**src/rtl/mem_controller.sv**
```systemverilog
// Memory-controller responder: stores an input burst into a local RAM and streams it out in
// CHUNK-word groups to a processing register. Define MC_PARITY_EN for per-word even parity.
module mem_controller #(
  parameter int unsigned DATA_W = 8,
  parameter int unsigned DEPTH  = 64,
  parameter int unsigned CHUNK  = 4
) (
  input  logic                    mc_clk,
  input  logic                    mc_reset,
  input  logic [2:0]              mc_data_contition,
  input  logic [5:0]              mc_data_length,
  input  logic [DATA_W-1:0]       mc_data_in,
  input  logic                    mc_data_in_valid,
  input  logic                    mc_procc_done,
  output logic                    mc_done,
  output logic                    mc_data_done,
  output logic [DATA_W*CHUNK-1:0] mc_reg_data,
  output logic                    mc_reg_valid,
  output logic                    mc_parity_err
);

  localparam logic [2:0] CmdNone  = 3'b000;
  localparam logic [2:0] CmdStore = 3'b100;
  localparam logic [2:0] CmdLoad  = 3'b010;
  localparam logic [2:0] CmdProc  = 3'b001;

  localparam int unsigned LaneW = $clog2(CHUNK + 1);

`ifdef MC_PARITY_EN
  localparam int unsigned MemW = DATA_W + 1;
`else
  localparam int unsigned MemW = DATA_W;
`endif

  typedef enum logic [2:0] {
    StIdle,
    StStore,
    StLoad,
    StWaitCmd,
    StProc
  } state_e;

  state_e                  state_q, state_d;
  logic [5:0]              wr_ptr_q, wr_ptr_d;
  logic [5:0]              rd_ptr_q, rd_ptr_d;
  logic [5:0]              len_q, len_d;
  logic [2:0]              cmd_q, cmd_d;
  logic [LaneW-1:0]        iss_q, iss_d;
  logic [LaneW-1:0]        lane_q, lane_d;
  logic                    rd_pend_q, rd_pend_d;
  logic [DATA_W*CHUNK-1:0] reg_data_q, reg_data_d;

  logic [MemW-1:0]         mem_q [DEPTH];
  logic [MemW-1:0]         rd_word_q;
  logic [MemW-1:0]         mem_wdata;
  logic                    mem_we, mem_re;

  logic                    store_entry, load_entry;
  logic                    chunk_full, data_empty, load_fin;

  assign chunk_full  = (iss_q == LaneW'(CHUNK));
  assign data_empty  = (rd_ptr_q == len_q);
  // A LOAD finishes once no read is in flight and nothing more may be issued for this chunk.
  assign load_fin    = (state_q == StLoad) && !rd_pend_q && (chunk_full || data_empty);
  assign store_entry = (state_d == StStore) && (state_q != StStore);
  assign load_entry  = (state_d == StLoad) && (state_q != StLoad);

  // State register
  always_ff @(posedge mc_clk or posedge mc_reset) begin
    if (mc_reset) begin
      state_q <= StIdle;
    end else begin
      state_q <= state_d;
    end
  end

  // Next-state logic
  always_comb begin
    state_d = state_q;
    case (state_q)
      StIdle: begin
        if (mc_data_contition == CmdStore) begin
          state_d = StStore;
        end else if (mc_data_contition == CmdLoad) begin
          state_d = StLoad;
        end
      end
      StStore: begin
        if (wr_ptr_q == len_q) begin
          state_d = StWaitCmd;
        end
      end
      StLoad: begin
        if (load_fin) begin
          state_d = StWaitCmd;
        end
      end
      StWaitCmd: begin
        // The core still shows the command just served until the cycle after mc_done.
        if (mc_data_contition != cmd_q) begin
          case (mc_data_contition)
            CmdStore: state_d = StStore;
            CmdLoad:  state_d = StLoad;
            CmdProc:  state_d = StProc;
            default:  state_d = StIdle;
          endcase
        end
      end
      StProc: begin
        case (mc_data_contition)
          CmdNone:  state_d = StIdle;
          CmdLoad:  state_d = StLoad;
          CmdProc:  state_d = StProc;
          CmdStore: state_d = StProc;
          default:  state_d = StIdle;
        endcase
      end
      default: state_d = StIdle;
    endcase
  end

  // Datapath next-state: pointers, length latch, read pipeline and lane capture
  always_comb begin
    wr_ptr_d   = wr_ptr_q;
    rd_ptr_d   = rd_ptr_q;
    len_d      = len_q;
    cmd_d      = cmd_q;
    iss_d      = iss_q;
    lane_d     = lane_q;
    rd_pend_d  = rd_pend_q;
    reg_data_d = reg_data_q;
    mem_we     = 1'b0;
    mem_re     = 1'b0;

    if (store_entry) begin
      len_d    = mc_data_length;
      wr_ptr_d = '0;
      rd_ptr_d = '0;
      cmd_d    = CmdStore;
    end

    if ((state_q == StStore) && mc_data_in_valid && (wr_ptr_q != len_q)) begin
      mem_we   = 1'b1;
      wr_ptr_d = wr_ptr_q + 6'd1;
    end

    if (load_entry) begin
      reg_data_d = '0;
      iss_d      = '0;
      rd_pend_d  = 1'b0;
      cmd_d      = CmdLoad;
    end

    if (state_q == StLoad) begin
      rd_pend_d = 1'b0;
      if (!chunk_full && !data_empty) begin
        mem_re    = 1'b1;
        rd_ptr_d  = rd_ptr_q + 6'd1;
        iss_d     = iss_q + LaneW'(1);
        lane_d    = iss_q;
        rd_pend_d = 1'b1;
      end
      // RAM data issued last cycle lands in the lane recorded alongside it.
      if (rd_pend_q) begin
        for (int k = 0; k < CHUNK; k++) begin
          if (lane_q == LaneW'(k)) begin
            reg_data_d[k*DATA_W +: DATA_W] = rd_word_q[DATA_W-1:0];
          end
        end
      end
    end
  end

  always_ff @(posedge mc_clk or posedge mc_reset) begin
    if (mc_reset) begin
      wr_ptr_q   <= '0;
      rd_ptr_q   <= '0;
      len_q      <= '0;
      cmd_q      <= CmdNone;
      iss_q      <= '0;
      lane_q     <= '0;
      rd_pend_q  <= 1'b0;
      reg_data_q <= '0;
    end else begin
      wr_ptr_q   <= wr_ptr_d;
      rd_ptr_q   <= rd_ptr_d;
      len_q      <= len_d;
      cmd_q      <= cmd_d;
      iss_q      <= iss_d;
      lane_q     <= lane_d;
      rd_pend_q  <= rd_pend_d;
      reg_data_q <= reg_data_d;
    end
  end

  // Synchronous RAM, contents deliberately not reset
  always_ff @(posedge mc_clk) begin
    if (mem_we) begin
      mem_q[wr_ptr_q] <= mem_wdata;
    end
    if (mem_re) begin
      rd_word_q <= mem_q[rd_ptr_q];
    end
  end

`ifdef MC_PARITY_EN
  logic perr_q, perr_d;

  assign mem_wdata = {^mc_data_in, mc_data_in};

  // Stored word plus its even-parity bit must XOR to zero.
  always_comb begin
    perr_d = perr_q;
    if (store_entry) begin
      perr_d = 1'b0;
    end else if ((state_q == StLoad) && rd_pend_q && (^rd_word_q)) begin
      perr_d = 1'b1;
    end
  end

  always_ff @(posedge mc_clk or posedge mc_reset) begin
    if (mc_reset) begin
      perr_q <= 1'b0;
    end else begin
      perr_q <= perr_d;
    end
  end

  assign mc_parity_err = perr_q;
`else
  assign mem_wdata     = mc_data_in;
  assign mc_parity_err = 1'b0;
`endif

  // Output logic
  always_comb begin
    mc_done      = ((state_q == StStore) && (wr_ptr_q == len_q)) || load_fin;
    mc_reg_valid = load_fin;
    mc_reg_data  = reg_data_q;
    mc_data_done = (state_q == StProc) && (mc_data_contition == CmdProc) && data_empty &&
                   mc_procc_done;
  end

  wr_ptr_bound_a: assert property (@(posedge mc_clk) disable iff (mc_reset) wr_ptr_q <= len_q);
  rd_ptr_bound_a: assert property (@(posedge mc_clk) disable iff (mc_reset) rd_ptr_q <= len_q);
  reg_valid_a:    assert property (@(posedge mc_clk) disable iff (mc_reset)
                                   mc_reg_valid |-> mc_done);

endmodule
```
**config.mk**
```make
export PLATFORM = sky130hd
export DESIGN_NAME = mem_controller
export DESIGN_NICKNAME = d
export VERILOG_FILES = /design/src/rtl/mem_controller.sv
export SDC_FILE = /design/constraint.sdc
export NUM_CORES = 1
export LEC_CHECK = 0
export ABC_AREA = 1
export CELL_PAD_IN_SITES_DETAIL_PLACEMENT = 1
export CELL_PAD_IN_SITES_GLOBAL_PLACEMENT = 1
export CORE_ASPECT_RATIO = 1.1
export CORE_UTILIZATION = 37
export CTS_CLUSTER_SIZE = 24
export DETAILED_ROUTE_END_ITERATION = 6
export GPL_TIMING_DRIVEN = 0
export PLACE_DENSITY = 0.62
export SYNTH_ARGS = -nofsm -noshare
export SYNTH_HDL_FRONTEND = slang
export SYNTH_SLANG_ARGS = --single-unit
```
**constraint.sdc**
```tcl
create_clock -name mc_clk -period 5.3 [get_ports mc_clk]
set_clock_uncertainty 0.15 [all_clocks]
set_input_delay 1.59 -clock mc_clk [delete_from_list [all_inputs] [get_ports mc_clk]]
set_output_delay 1.59 -clock mc_clk [all_outputs]
set_load 0.1 [all_outputs]
```
Word level (Yosys, flattened, before mapping) --
Memory sizes are Yosys's and may differ from the RTL's. A register that Yosys moved wholly into a read port is not among the register bits. Cells that the tools add are included.
Word-level totals: output and inout port bits 36, memories kept 1, logic and storage cells 87, flip-flop bits (word level) 63, bits in writable memories 512
Memories:
- mem_q | words 64, bits a word 8, rd ports 1, clocked after memory_dff 1, wr ports 1, RTL line 53 | logic [MemW-1:0] mem_q [DEPTH];
Cells by class: multiplexer cells 32, add/sub/neg operators 3, equality and inequality tests 19, reduce and logical (&&, ||, !) cells 23
Operators with widths (count):
- $mux W32 | 3
- $mux W8 | 4
- $mux W3 | 10
- $mux W6 | 5
- $eq A3 B2 Y1 const B | 6
- $pmux W3 S5 | 1
- $add A6 B1 Y6 const B | 2
- $eq A3 B1 Y1 const B | 4
- $eq A6 B6 Y1 | 2
- $logic_and A1 B1 Y1 | 11
- $eq A3 B3 Y1 const B | 3
- $pmux W3 S3 | 1
- $mux W1 | 7
- $logic_not A3 Y1 | 2
- $ne A6 B6 Y1 | 1
- $pmux W3 S2 | 1
- $reduce_bool A2 Y1 | 3
- $add A3 B1 Y3 const B | 1
- $logic_not A1 Y1 | 3
- $ne A3 B1 Y1 const B | 1
- $ne A3 B2 Y1 const B | 1
- $ne A3 B3 Y1 | 1
- $logic_or A1 B1 Y1 | 2
- $reduce_and A2 Y1 | 1
- $reduce_or A2 Y1 | 1

Logic depth before layout (Yosys ltp) --
Gate-level depths: netlist of the first run.
depth after elaboration 11, depth in mapped cells 14

Worst setup path before layout of the first run --
OpenSTA, ideal clock, no wires.
kind input to output, start point input port mc_data_contition[2], end point output port mc_data_done, stages on the path 3, data arrival time 4.916 ns, setup slack -1.356 ns, path buffers 0, data required time 3.560 ns, cell sequence inv_1 -> nand3_1 -> nor4b_1
On the way: longest elaborated chain between the ends 4
RTL lines:
- from (decl) | RTL line 10 | input logic [2:0] mc_data_contition,
- $eq A3 B1 Y1 | RTL line 240 | mc_data_done = (state_q == StProc) && (mc_data_contition == CmdProc) && data_empty &&
- $logic_and A1 B1 Y1 (3 in series) | RTL line 240
- to (decl) | RTL line 16 | output logic mc_data_done,
No other way between the ends.

Worst setup path in the final report of the first run --
start point register rd_ptr_q[0], end point output port mc_done
On the way: longest elaborated chain between the ends 4
RTL lines:
- from (decl) | RTL line 45 | logic [5:0] rd_ptr_q, rd_ptr_d;
- from (signal assigned) | RTL line 186 | rd_ptr_q <= rd_ptr_d;
- $eq A6 B6 Y1 | RTL line 62 | assign data_empty = (rd_ptr_q == len_q);
- $logic_or A1 B1 Y1 | RTL line 64 | assign load_fin = (state_q == StLoad) && !rd_pend_q && (chunk_full || data_empty);
- $logic_and A1 B1 Y1 | RTL line 64
- $logic_or A1 B1 Y1 | RTL line 237 | mc_done = ((state_q == StStore) && (wr_ptr_q == len_q)) || load_fin;
- to (decl) | RTL line 15 | output logic mc_done,
No other way between the ends.

==> results of run 1 <==
-- logic make-up after synthesis --
logic type               Yosys count
other                              1
adder cells (fa/ha/maj)            4
AND/OR/NAND/NOR                  875
AO/OA/AOI/OAI                    390
flip-flops                       582
XOR/XNOR                           9
buffers and inverters            184
-- critical path, stage by stage (launching register included) --
cell                              delay [ns]
sky130_fd_sc_hd__dfrtp_1                0.42
sky130_fd_sc_hd__buf_4                  0.25
sky130_fd_sc_hd__inv_2                  0.10
sky130_fd_sc_hd__nand2_1                0.07
sky130_fd_sc_hd__nand2_1                0.05
sky130_fd_sc_hd__nor2_1                 0.11
sky130_fd_sc_hd__nand3_2                0.13
sky130_fd_sc_hd__nand2_2                0.16
sky130_fd_sc_hd__nand2_1                0.09
sky130_fd_sc_hd__nand2_1                0.07
sky130_fd_sc_hd__clkdlybuf4s50_1        1.13
-- sequential cells by signal, indices dropped and copies added, names as in the netlist --
signal,count
cmd_q,2
iss_q,3
lane_q,3
len_q,6
mc_reg_data,32
mem_q,512
rd_pend_q,1
rd_ptr_q,6
rd_word_q,8
state_q,3
wr_ptr_q,6
-- stage by stage --
step	power, uW	setup WS [ns]	cells	setup TNS (ns)
after floorplan	9068	0.02702	2045	0
after global placement	11780	-0.1731	2941	-0.8075
after detailed placement	11890	-0.2847	2950	-2.667
after CTS	16160	0.04101	3067	0
after global routing	16700	0.3026	3067	0
final	16190	0.3836	3067	0
-- area by class of cell --
type / count / share of cell area, %
Inverter: 68 / 0.9321
Tap cell: 841 / 3.805
Timing Repair Buffer: 64 / 2.480
Sequential cell: 582 / 62.08
Buffer: 116 / 2.213
Clock inverter: 31 / 0.7013
Clock buffer: 86 / 6.430
Multi-Input combinational cell: 1279 / 21.36
-- power by group through the flow --
stage | Clock (uW) | Combinational [uW] | Sequential (uW)
after floorplan | 0 | 2860 | 6210
after global placement | 0 | 6210 | 5570
after detailed placement | 0 | 6330 | 5560
after CTS | 4340 | 6350 | 5470
after global routing | 4490 | 6710 | 5500
final | 4300 | 6430 | 5460
-- routing by layer --
metal | vias to the layer above | routed length, um
li1 | 7527 | -
met1 | 8869 | 35670
met2 | 724 | 43830
met3 | 206 | 6091
met4 | 0 | 4581
met5 | - | 0
-- path summary, 6_finish.rpt --
kind	end	slack (ns)	cells past startpoint
min reg2reg	cmd_q[1]	0.35	2
max	mc_done	0.38	10
max reg2reg	mem_q[40][4]	1.27	7
max in group asynchronous	mc_reg_data[26]	3.08	3
min in group asynchronous	len_q[0]	1.28	2
min	cmd_q[1]	0.35	2
-- cells in the mapped netlist, drive strengths merged --
master / number
edfxtp: 520
nor2: 405
nand2: 310
o21ai: 256
nand3: 138
inv: 68
buf: 66
o211ai: 65
dfrtp: 62
clkbuf: 50
o22ai: 45
a21oi: 20
nand4: 8
nand3b: 7
xor2: 6
a31oi: 4
ha: 4
nor3: 4
xnor2: 3
or2: 2
conb: 1
nor4b: 1
==> results_dict.tcl, run 1 <==
set metrics [dict create \
    fillers 6894 \
    grt_util_met2_pct 46.56 \
    final_net_count 2202 \
    grt_setup_unrepaired "no" \
    synthSimpleGateAreaFrac_pct 14.93 \
    clockRootBuffer "sky130_fd_sc_hd__clkbuf_16" \
    max-vdd-ir-drop_mv 0.4116 \
    grt_antenna_before_repair 2 \
    fmax_ghz 0.2034 \
    p_int_uw 9107 \
    yosys-mux-area-fraction_pct 0 \
    design.die.area_sq_um 65700 \
    floorplan.io_pins 57 \
    grt_overflow 0 \
    crit_path_max_fanout 10 \
    comb_power_share_pct 39.7 \
    power_leakage_uw 0.009738 \
    drc 0 \
    route.antenna.remaining_nets 0 \
    placementRows 97 \
    count_of_port_buffers_added_during_placement 55 \
    worst_hold_path_type "reg -> reg" \
    power_switching_share_pct 43.74 \
    largest_net_degree_at_the_start_of_global_routing 47 \
    area.growth.synth_to_final_pct 15.56 \
    maxCapViolCount 0 \
    synth_top_family_by_area "simple AND/OR/NAND/NOR gates" \
    share_of_power_burned_in_the_clock_network_pct 26.6 \
    synth-compound-area-share_pct 9.140 \
    floorplan_die_height_um 268.7 \
    cts_tree "yes" \
    critPathLaunchType "flop" \
    fin_area_sq_um 27650 \
    gp_congestion 0.9752 \
    placement.cell_area_sq_um 25680 \
    reg2reg_from "state_q[1]" \
    seq_power_share_pct 33.7 \
    netSwitchingPower_uw 7081 \
    cts_buffer_depth 3 \
    hold-worst-slack_ns 0.3475 \
    cts_setup_buffers 0 \
    initialDrtViolationCount 1725 \
    die_x_um 244.5 \
    globalRouteMet3Util_pct 4.489 \
    setup_viol 0 \
    drt-total-wl_mm 90.18 \
    yosys.area_share.adder_pct 0.2092 \
    vias_per_cell 5.649 \
    power.density_cell_area_nw_per_um2 585.4 \
    reg_area_sq_um 17170 \
    crit_arrival_ns 3.18 \
    insertion_delay_ns 0.63 \
    synth_top_area_share_pct 65.25 \
    synthesis.area_sq_um 23930 \
    timing_max_transition_violations_final 0 \
    syn_nets 2070 \
    layout_commonest_cell "sky130_fd_sc_hd__edfxtp_1" \
    outcome "finished clean" \
    final_core_utilization_pct 43.32 \
    wire_length_per_cell_after_detailed_routing_um 29.40 \
    report.final.hold_viol_count 0 \
    layout-drive-gt1-share_pct 8.895 \
    netlist.top_cell.by_area "sky130_fd_sc_hd__edfxtp_1" \
    layout_worst_path_cycle_share_pct 92.76 \
    tritoncts.num_buffers 66 \
    number_of_warnings_printed_during_yosys_synthesis 0 \
    global_route.usage.total_pct 27.59 \
    syn_area_per_cell_sq_um 11.70 \
    post_synth_xor_xnor_area_pct 0.3294 \
    ctsHoldBuffers 0 \
    most-common-layout-cells "sky130_fd_sc_hd__edfxtp_1, sky130_fd_sc_hd__nor2_1, sky130_fd_sc_hd__nand2_1, sky130_fd_sc_hd__o21ai_0, sky130_fd_sc_hd__nand3_1" \
    classification_of_the_worst_setup_path "reg -> out" \
    post_synthesis_cells 2045 \
    dr.pass1.iters 5 \
    clkSlewWorstSetupHoldPaths_ns 0.06 \
    grt_most_used_layer "met2" \
    clock_sink_count 582 \
    vias 17330 \
    grt_pass1_vias 17720 \
    worst_setup_path_startpoint "rd_ptr_q[0]" \
    worst_pin_slew_ns 1.434 \
    final_period_minus_worst_setup_slack_ns 4.916 \
    worst_slew_margin_pct 4.044 \
    synth.lib_cells_used.distinct 35 \
    detailed_place_hpwl_mm 62.42 \
    diodes 0 \
    global_route.usage.met1_pct 34.18 \
    multi_input_area_sq_um 5907 \
    initial_core_util_pct 37.48 \
    grt_pass1_wl_mm 126.9 \
    required_ns 3.56 \
    ys_seq_elements 582 \
    synth-seq-area-share_pct 71.74 \
    timing.critical_path.to_type "primary output" \
    core_area_sq_um 63840 \
    cts_resized 1 \
    clock_tree.htree_level_count 3 \
    synth.top_cells.by_area "sky130_fd_sc_hd__edfxtp_1, sky130_fd_sc_hd__dfrtp_1, sky130_fd_sc_hd__nor2_1, sky130_fd_sc_hd__o21ai_0, sky130_fd_sc_hd__nand2_1" \
    holdCritStartpoint "cmd_q[1]" \
]
(Power assumes the default switching activity.)
==> run 2: changes to the inputs <==
--- a/config.mk
+++ b/config.mk
@@ -12,8 +12,9 @@
 export CORE_UTILIZATION = 37
 export CTS_CLUSTER_SIZE = 24
 export DETAILED_ROUTE_END_ITERATION = 6
+export DONT_BUFFER_PORTS = 1
 export GPL_TIMING_DRIVEN = 0
-export PLACE_DENSITY = 0.62
+export PLACE_DENSITY = 0.61
 export SYNTH_ARGS = -nofsm -noshare
 export SYNTH_HDL_FRONTEND = slang
 export SYNTH_SLANG_ARGS = --single-unit
==> results_dict.tcl, run 2 (synthesized netlist as in run 1, its figures left out) <==
set metrics [dict create \
    critPathSlowestCell "sky130_fd_sc_hd__nor4b_4" \
    design.die.area_sq_um 65700 \
    count_of_port_buffers_added_during_placement 0 \
    fmax_ghz 0.2116 \
    layout_worst_path_cycle_share_pct 89.19 \
    crit_chain "inv_1 > nand3_1 > nor4b_4" \
    cts_resized 0 \
    max_flop_register "mem_q" \
    placementRows 97 \
    crit_path_max_fanout 4 \
    clock_tree.htree_level_count 3 \
    insertion_delay_ns 0.61 \
    classification_of_the_worst_setup_path "in -> out" \
    setup_viol 0 \
    initialDrtViolationCount 1467 \
    wire_length_per_cell_after_detailed_routing_um 29.55 \
    netSwitchingPower_uw 6864 \
    gp_congestion 0.9754 \
    crit_path_max_incr_delay_ns 1.14 \
    vias 17080 \
    floorplan.io_pins 57 \
    required_ns 3.56 \
    grt_overflow 0 \
    grt_antenna_before_repair 3 \
    floorplan_die_height_um 268.7 \
    clockRootBuffer "sky130_fd_sc_hd__clkbuf_16" \
    timing.final.ws_setup_ns 0.5730 \
    dpl_ws_ns 0.4574 \
    worst_slew_margin_pct 12.47 \
    most-common-layout-cells "sky130_fd_sc_hd__edfxtp_1, sky130_fd_sc_hd__nor2_1, sky130_fd_sc_hd__nand2_1, sky130_fd_sc_hd__o21ai_0, sky130_fd_sc_hd__nand3_1" \
    maxCapViolCount 0 \
    vias_per_cell 5.700 \
    final_period_minus_worst_setup_slack_ns 4.727 \
    die_x_um 244.5 \
    initial_core_util_pct 37.48 \
    power.total_uw 15750 \
    tritoncts.num_buffers 66 \
    route.antenna.remaining_nets 0 \
    layout-drive-gt1-share_pct 8.074 \
    final_net_count 2139 \
    area.growth.synth_to_final_pct 12.54 \
    critPathLaunchType "input port" \
    timing_max_transition_violations_final 0 \
    largest_register_ff_count 512 \
    critical_path.n_buffers_inverters 1 \
    detailed_place_hpwl_mm 59.66 \
    fin_cells 2997 \
    power.density_cell_area_nw_per_um2 584.9 \
    layout_commonest_cell "sky130_fd_sc_hd__edfxtp_1" \
    crit_arrival_ns 2.99 \
    max-vdd-ir-drop_mv 0.3576 \
    worst_pin_slew_ns 1.307 \
    outcome "finished clean" \
    seq_power_share_pct 39.4 \
    clock_sink_count 582 \
    crit_family "simple AND/OR/NAND/NOR gates" \
    grt_setup_unrepaired "no" \
    worst_hold_path_type "reg -> reg" \
    drc 0 \
    largest_net_degree_at_the_start_of_global_routing 65 \
    cts_setup_buffers 0 \
    cts_tree "yes" \
    core_area_sq_um 63840 \
    comb_power_share_pct 33.9 \
    hold-worst-slack_ns 0.3787 \
    report.final.hold_viol_count 0 \
    power_leakage_uw 0.009441 \
    ctsHoldBuffers 0 \
    timing.critical_path.to_type "primary output" \
    dr.pass1.iters 5 \
    clkSlewWorstSetupHoldPaths_ns 0.06 \
    global_route.usage.total_pct 27.12 \
    share_of_power_burned_in_the_clock_network_pct 26.7 \
    power_switching_share_pct 43.58 \
    p_int_uw 8888 \
    grt_pass1_vias 17370 \
    dpl.cell_count 2887 \
    cts_buffer_depth 3 \
    final_core_utilization_pct 42.19 \
    drt-total-wl_mm 88.55 \
    grt_pass1_wl_mm 124.9 \
]
==> run 2: changes by cell type in the layout (fill, tap and decap cells not counted), moves of 2 or more <==
cell,change
sky130_fd_sc_hd__buf_2,-8
sky130_fd_sc_hd__buf_12,-8
sky130_fd_sc_hd__clkinv_4,-2
sky130_fd_sc_hd__clkbuf_8,-2
sky130_fd_sc_hd__clkbuf_1,-4
sky130_fd_sc_hd__clkdlybuf4s50_1,-46
sky130_fd_sc_hd__clkinv_8,-2
sky130_fd_sc_hd__inv_6,-2
sky130_fd_sc_hd__clkinv_1,+2
==> run 2: cell type report <==
cell class	instances	area [sq um]
diodes	1	2.502
plain buffers	116	611.8
clock buffers	80	1735
clock inverters	29	171.4
fillers	6931	36910
inverters	68	257.7
multi-input cells	1279	5913
flip-flops and latches	582	17170
well taps	841	1052
repair buffers	1	20.02
==> run 2: worst paths after layout <==
kind / startpoint / endpoint / slack [ns] / cells after the start
setup / recovery: mc_data_contition[2] / mc_data_done / 0.57 / 3
hold / removal: cmd_q[1] / cmd_q[1] / 0.38 / 2
setup reg to reg: state_q[1] / mem_q[41][6] / 1.25 / 7
hold reg to reg: cmd_q[1] / cmd_q[1] / 0.38 / 2
max in group asynchronous: mc_reset / mc_reg_data[14] / 3.62 / 2
min in group asynchronous: mc_reset / rd_pend_q / 0.76 / 1
==> run 2: power groups by stage <==
stage,combinational (uW),sequential [uW],clock [uW]
5_1_grt,5630,6240,4420
6_report,5340,6200,4210
2_1_floorplan,2860,6210,0
3_5_place_dp,5250,6310,0
3_3_place_gp,5150,6300,0
4_1_cts,5280,6210,4250
==> run 2: metal layers <==
layer | vias up | track usage (%) | wire (um) | share of wire [%]
met5 | - | 0 | 0 | 0
met2 | 704 | 45.95 | 42930 | 48
met3 | 192 | 4.917 | 6382 | 7.2
met4 | 0 | 13.55 | 4477 | 5.1
li1 | 7365 | - | - | -
met1 | 8822 | 33.38 | 34760 | 39
==> run 2: worst min-delay path, cell delays in order (launching register included) <==
cell and delay (ns):
sky130_fd_sc_hd__dfrtp_1 0.38, sky130_fd_sc_hd__nand2_1 0.06, sky130_fd_sc_hd__nand2_1 0.05
==> run 2: stage by stage <==
stage	area, sq um	setup TNS (ns)
6_report	26930	0
5_1_grt	26930	0
4_1_cts	26930	0
3_5_place_dp	25020	0
3_3_place_gp	24990	-0.04458
2_1_floorplan	23940	0
